==> config.mk <==
export PLATFORM = sky130hd
export DESIGN_NAME = ramwriter
export DESIGN_NICKNAME = d
export VERILOG_FILES = /design/src/rtl/ramwriter_pkg.sv /design/src/rtl/ramwriter.sv
export SDC_FILE = /design/constraint.sdc
export NUM_CORES = 1
export LEC_CHECK = 0
export BUFFER_PORTS_ARGS = -buffer_cell sky130_fd_sc_hd__buf_4
export CORE_MARGIN = 4
export CORE_UTILIZATION = 53
export DETAILED_ROUTE_END_ITERATION = 7
export GPL_TIMING_DRIVEN = 0
export PLACE_DENSITY = 0.82
export SLEW_MARGIN = 0
export SYNTH_ARGS = -nofsm -noshare
export SYNTH_HDL_FRONTEND = slang
export SYNTH_SLANG_ARGS = --single-unit
export TNS_END_PERCENT = 10
==> constraint.sdc <==
create_clock -name clk -period 2.8 [get_ports clk]
set_clock_uncertainty 0.1 [all_clocks]
set_input_delay 0.42 -clock clk [delete_from_list [all_inputs] [get_ports clk]]
set_output_delay 0.42 -clock clk [all_outputs]
set_load 0.01 [all_outputs]
==> src/rtl/ramwriter_pkg.sv <==
// Shared constants for the RAM write path: ramwriter state encodings and the
// burst lengths the control unit selects for each store-type opcode.
package ramwriter_pkg;

    // ramwriter FSM state encodings
    localparam logic [1:0] RW_IDLE = 2'd0;
    localparam logic [1:0] RW_WR   = 2'd1;
    localparam logic [1:0] RW_FIN  = 2'd2;

    // Opcode to len mapping (bytes to write minus one)
    localparam logic [2:0] LEN_PUSH   = 3'd7;
    localparam logic [2:0] LEN_MOVAR  = 3'd7;
    localparam logic [2:0] LEN_MOVAR4 = 3'd3;
    localparam logic [2:0] LEN_MOVAR1 = 3'd0;

endpackage

==> src/rtl/ramwriter.sv <==
// Serialises a register or stack value into little-endian byte writes on the
// 8-bit data RAM port. d[7:0] lands at addr and higher bytes follow at rising
// addresses. kp holds the control unit while the burst runs, and done pulses
// one cycle after the last byte.
module ramwriter
    import ramwriter_pkg::*;
#(
    parameter int AW = 16,
    parameter int DW = 64
) (
    input  logic          clk,
    input  logic          rst,
    input  logic          start,
    input  logic [2:0]    len,
    input  logic [AW-1:0] addr,
    input  logic [DW-1:0] d,
    output logic          we,
    output logic [AW-1:0] adq,
    output logic [7:0]    q,
    output logic          kp,
    output logic          done
);

    logic [1:0]    state;
    logic [2:0]    cnt;
    logic [2:0]    tim;
    logic [DW-1:0] sreg;
    logic [63:0]   data_ext;
    logic [2:0]    nxt_idx;
    logic [7:0]    nxt_byte;

    // Zero-extend the latched data so the byte mux works for narrower DW
    always_comb begin
        data_ext = '0;
        data_ext[DW-1:0] = sreg;
    end

    assign nxt_idx = cnt + 3'd1;

    // Select the byte to put on q next cycle; mirrors the read-side demux
    always_comb begin
        nxt_byte = 8'h00;
        case (nxt_idx)
            3'd0:    nxt_byte = data_ext[7:0];
            3'd1:    nxt_byte = data_ext[15:8];
            3'd2:    nxt_byte = data_ext[23:16];
            3'd3:    nxt_byte = data_ext[31:24];
            3'd4:    nxt_byte = data_ext[39:32];
            3'd5:    nxt_byte = data_ext[47:40];
            3'd6:    nxt_byte = data_ext[55:48];
            3'd7:    nxt_byte = data_ext[63:56];
            default: nxt_byte = 8'h00;
        endcase
    end

    // Burst FSM. adq also serves as the running address pointer, so an
    // address wrap past the top of memory falls out of the AW-bit adder.
    always_ff @(posedge clk) begin
        if (rst) begin
            state <= RW_IDLE;
            cnt   <= 3'd0;
            tim   <= 3'd0;
            sreg  <= '0;
            we    <= 1'b0;
            adq   <= '0;
            q     <= 8'h00;
            kp    <= 1'b0;
            done  <= 1'b0;
        end else begin
            case (state)
                RW_IDLE: begin
                    done <= 1'b0;
                    if (start) begin
                        sreg  <= d;
                        tim   <= len;
                        cnt   <= 3'd0;
                        adq   <= addr;
                        q     <= d[7:0];
                        we    <= 1'b1;
                        kp    <= 1'b1;
                        state <= RW_WR;
                    end
                end
                RW_WR: begin
                    if (cnt == tim) begin
                        we    <= 1'b0;
                        kp    <= 1'b0;
                        done  <= 1'b1;
                        state <= RW_FIN;
                    end else begin
                        cnt <= nxt_idx;
                        adq <= adq + AW'(1);
                        q   <= nxt_byte;
                    end
                end
                RW_FIN: begin
                    done  <= 1'b0;
                    state <= RW_IDLE;
                end
                default: begin
                    we    <= 1'b0;
                    kp    <= 1'b0;
                    done  <= 1'b0;
                    state <= RW_IDLE;
                end
            endcase
        end
    end

endmodule

* Word level (Yosys, flattened, before mapping)
Index checks and enable logic that the tools add are counted.
** Cells by class
- Reduce and logical (&&, ||, !) cells :: 8
- Add/subtract/negate cells :: 2
- Bitwise logic cells :: 2
- Multiplexer cells :: 16
- Equality and inequality tests :: 13
** Operators by type and width (number)
- $pmux 8 s8 :: 1
- $mux 16 :: 2
- $pmux 16 s2 :: 1
- $add 16x1->16 const B :: 1
- $mux 8 :: 2
- $pmux 8 s2 :: 1
- $eq 3x3->1 const B :: 4
- $eq 3x2->1 const B :: 2
- $mux 3 :: 2
- $ne 2x2->1 const B :: 3
- $pmux 3 s2 :: 1
- $reduce_and 3->1 :: 2
- $mux 2 :: 2
- $pmux 2 s2 :: 1
- $reduce_and 2->1 :: 2
- $add 3x1->3 const B :: 1
- $eq 3x1->1 const B :: 1
- $eq 3x3->1 :: 1
- $logic_not 3->1 :: 1
- $pmux 1 s3 :: 1
- $eq 2x1->1 const B :: 1
- $eq 2x2->1 const B :: 1
- $logic_not 2->1 :: 1
- $mux 1 :: 2
- other kinds (3) :: 4
** Word-level totals
- Flip-flop bits (word level) :: 98
- Output and inout bits :: 27
- Word-level logic and storage cells :: 49
- Bits of input ports :: 86

* Logic depth before layout (Yosys ltp)
- Word-level depth :: 5
- Gate-level depth with buffers :: 9
- Depth with buffers taken out :: 7

* Worst setup path before layout
OpenSTA, ideal clock, no wires.
- Path kind :: register to register
- Start point :: register cnt[0]
- End point :: register q[0]
- Period minus slack after synthesis :: 2.129 ns
- Setup slack :: 0.671 ns
- Setup time :: 0.117 ns
- Data required time :: 2.583 ns
- Cell stages (with the launch flop) :: 10
- Data arrival time :: 1.912 ns
- Buffers on the path :: 2
- Cell sequence :: dfxtp_1 -> inv_1 -> ha_1 -> clkbuf_1 -> clkbuf_1 -> a222oi_1 -> nand2_1 -> a221oi_1 -> nor2_1 -> a22o_1
** On the way
- Word-level cells in the longest chain between the ends :: 5
- Elaborated cells between the ends (all ways) :: 15
- Those cells by class :: add/sub (1); eq/ne (9); mux (3); reduce/logical (2)
** Ends and longest elaborated chain
- start: declaration :: RTL line ramwriter.sv:25 : logic [2:0] cnt;
- start signal: assignment :: RTL line ramwriter.sv:91 : cnt <= nxt_idx;
- $add 3x1->3 :: RTL line ramwriter.sv:38 : assign nxt_idx = cnt + 3'd1;
- $eq 3x3->1, or another cell as far along :: RTL line ramwriter.sv:43 : case (nxt_idx)
- $pmux 8 s8 :: RTL line ramwriter.sv:43
- $mux 8 :: RTL line ramwriter.sv:85 : if (cnt == tim) begin
- $pmux 8 s2 :: RTL line ramwriter.sv:70 : case (state)
- end signal: assignment :: RTL line ramwriter.sv:78 : q <= d[7:0];
- end signal: assignment :: RTL line ramwriter.sv:93 : q <= nxt_byte;
- end: declaration :: RTL line ramwriter.sv:19 : output logic [7:0] q,
Several ways; a longest one is shown, not always the timed one. The select of a mux whose other input is x is not followed.
A chain may end at the register's enable or synchronous reset.

* Final worst setup path
- Start point :: register cnt[0]
- End point :: register q[5]
Same word-level chain as after synthesis.

==> flow_summary.yaml <==
synth:
  synth_top_flop_cell: "dfxtp_1"
  ys_warn_count: 0
  syn_area_per_cell_um2: 7.731
  yosys-top-cells-area: "dfxtp_1, nand2_1, a21oi_1"
  synth_edf_count: 0
  netlist_area_um2: 4368
  async_reset_ff_frac: 0
  syn_inst: 565
  synthTopCellsByCount: "nand2_1, dfxtp_1, a21oi_1"
  syn_nets: 657
  yosysUniqueCellTypes: 46
  synth_top_area_frac: 0.4492
  synth_area_leader_cell: "dfxtp_1"
  synth_seq_area_share: 0.4492
  synth.most_common_cell: "nand2_1"
  synth-seq-cells: 98
global_route:
  grt_antenna_before_repair: 0
  grt_max_degree: 17
  met1_usage: 0.3592
  grt_util_met2: 0.4427
  grt-busiest-layer: "met2"
  grt_pass1_wl_um: 21540
  grt_use_total: 0.2718
  first_global_vias: 4433
  grt_overflow: 0
  use_met3: 0.05449
detailed_routing:
  dr.first_iter.drc_count: 456
  wl_per_cell_um: 16.82
  wl_um: 13370
  final_antenna_net_count: 0
  drt-pass1-iter-count: 6
  via_count: 4633
  via_per_inst: 5.828
  drt_drc_violations_left: 0
cells_and_area:
  final_cell_area_um2: 5532
  nets: 780
  areaGrowthSynthToFinish_pct: 26.64
  final_cells: 795
  multi_input_comb_area_um2: 2206
  fillerInstances: 651
  fin_util: 0.7013
  layout-drive-gt1-share: 0.2078
  n_antenna_cell: 0
  seqCellArea_um2: 1962
critical_path:
  cp.required_ps: 2960
  critPathKind: "reg2reg"
  reg2reg_slack_ps: 180
  worstSetupStartpointType: "flop"
  arrival_ps: 2780
  cp-end-kind: "flop"
  path_max_fanout: 10
timing:
  hold_viol_final: 0
  period_needed_ps: 2622
  period_share: 0.9366
  whs_ps: 200.1
  report.final.slew_viol_count: 0
  tns_ps: 0
  setup-violations-final: 0
  worstMarginPinSlew_ps: 795.8
  rsz0062_at_grt: "true"
  slew_headroom: 0.4657
  max_clock_freq_ghz: 0.3813
cts:
  insertion_delay_ps: 360
  ctsResizeCount: 0
  cts-htree-levels: 3
  cts_setup_buffers: 0
  clk_pin_slew_worst_paths_ps: 100
  root_buffer: "clkbuf_8"
  ctsHoldBuffers: 0
  cts_tree: "yes"
  cts_buffers: 9
  clk_path_buf_depth: 2
  clock_sinks: 98
place:
  dpl.hpwl_um: 10000
  dp_cells: 779
  placed_cell_area_um2: 5336
  gp_congestion: 0.8688
  numPortBuffers: 112
power_and_ir_drop:
  p_leak_nw: 2.287
  peakVddDrop_mv: 0.2830
  p_per_area_nw_per_um2: 571.2
floorplanning:
  rows: 32
  dieArea_um2: 9757
  core-area_um2: 7888
  die_x_um: 98.78
  dieHeight_um: 98.78
  ioPinCount: 113
  initial_core_util: 0.5538
status:
  outcome: "finished clean"
job:
  maxCapViolCount: 0
min_path:
  hp-class: "in2reg"
power by group:
part	total (W)	switching (W)	internal (W)
logic	0.000641	0.000360	0.000281
registers	0.00160	0.0000916	0.00151
clock network	0.000919	0.000503	0.000416
sequential cells by signal (all words and copies together), names as in the netlist:
name	cells
done	1
state	2
kp	1
data_ext	64
q	8
adq	16
tim	3
cnt	3
stage by stage:
step           power, W  worst slack, ps
5_1_grt        0.003292           -11.58
3_3_place_gp   0.002235            319.0
2_1_floorplan  0.001969            671.2
6_report       0.003160            177.5
4_1_cts        0.003150            185.6
3_5_place_dp   0.002261            216.5
layout make-up:
| cell class | instances | share of cell area |
|---|---|---|
| Clock inverter | 6 | 0.01199 |
| Tap cell | 102 | 0.02307 |
| Timing Repair Buffer | 112 | 0.1520 |
| Multi-Input combinational cell | 417 | 0.3988 |
| Sequential cell | 98 | 0.3547 |
| Clock buffer | 10 | 0.02307 |
| Buffer | 43 | 0.03167 |
| Inverter | 7 | 0.004750 |
worst paths after layout:
path                              startpoint  cells past startpoint      endpoint
worst max register to register        cnt[0]                      9          q[5]
worst min-delay path                   d[27]                      3  data_ext[27]
worst max-delay path                  cnt[0]                      9          q[5]
worst min register to register  data_ext[56]                      2  data_ext[56]
routing by layer:
metal / vias to the layer above / routed length [um] / share of wire
met3: 37 / 1312 / 0.098
li1: 2207 / - / -
met4: 0 / 364 / 0.027
met1: 2142 / 5404 / 0.40
met5: - / 0 / 0
met2: 247 / 6291 / 0.47
cells in the final DEF (no fill, tap or decap), types with 2 or more instances in the layout:
master      instances
buf_2               4
o22ai_1             2
a22o_1              5
nand3_1            14
nand4_1             3
ha_1                6
a21oi_1            86
buf_4             114
xor2_1              6
a21o_1              6
a31oi_1             2
nor3_1             13
clkbuf_1           31
buf_1               6
a221oi_1            8
nor4_1              3
a222oi_1            8
clkinvlp_4          3
a22oi_1            17
dfxtp_1            98
nand2_1           167
o32ai_1             2
nor2_1             27
a211oi_1            6
nand2b_1            4
clkbuf_8            9
inv_1               7
nor3b_1             2
o21ai_0            11
worst max-delay path, cell delays in order (launching register included):
cell,delay [ps]
dfxtp_1,490
inv_1,120
ha_1,210
clkbuf_1,260
clkbuf_1,310
a22oi_1,230
nand3_1,180
a221oi_1,350
a211oi_1,100
a21o_1,180
cells by family after synthesis:
family | Yosys count | share of synthesized area
buffers and inverters | 50 | 0.04583
xor gates and xnor gates | 8 | 0.01776
AOI/OAI and AO/OA | 161 | 0.2372
DFF | 98 | 0.4492
and+or+nand+nor | 241 | 0.2303
adders and majority gates | 6 | 0.01719
muxes | 1 | 0.002578
Note: power is estimated with default switching activity, not from simulation.
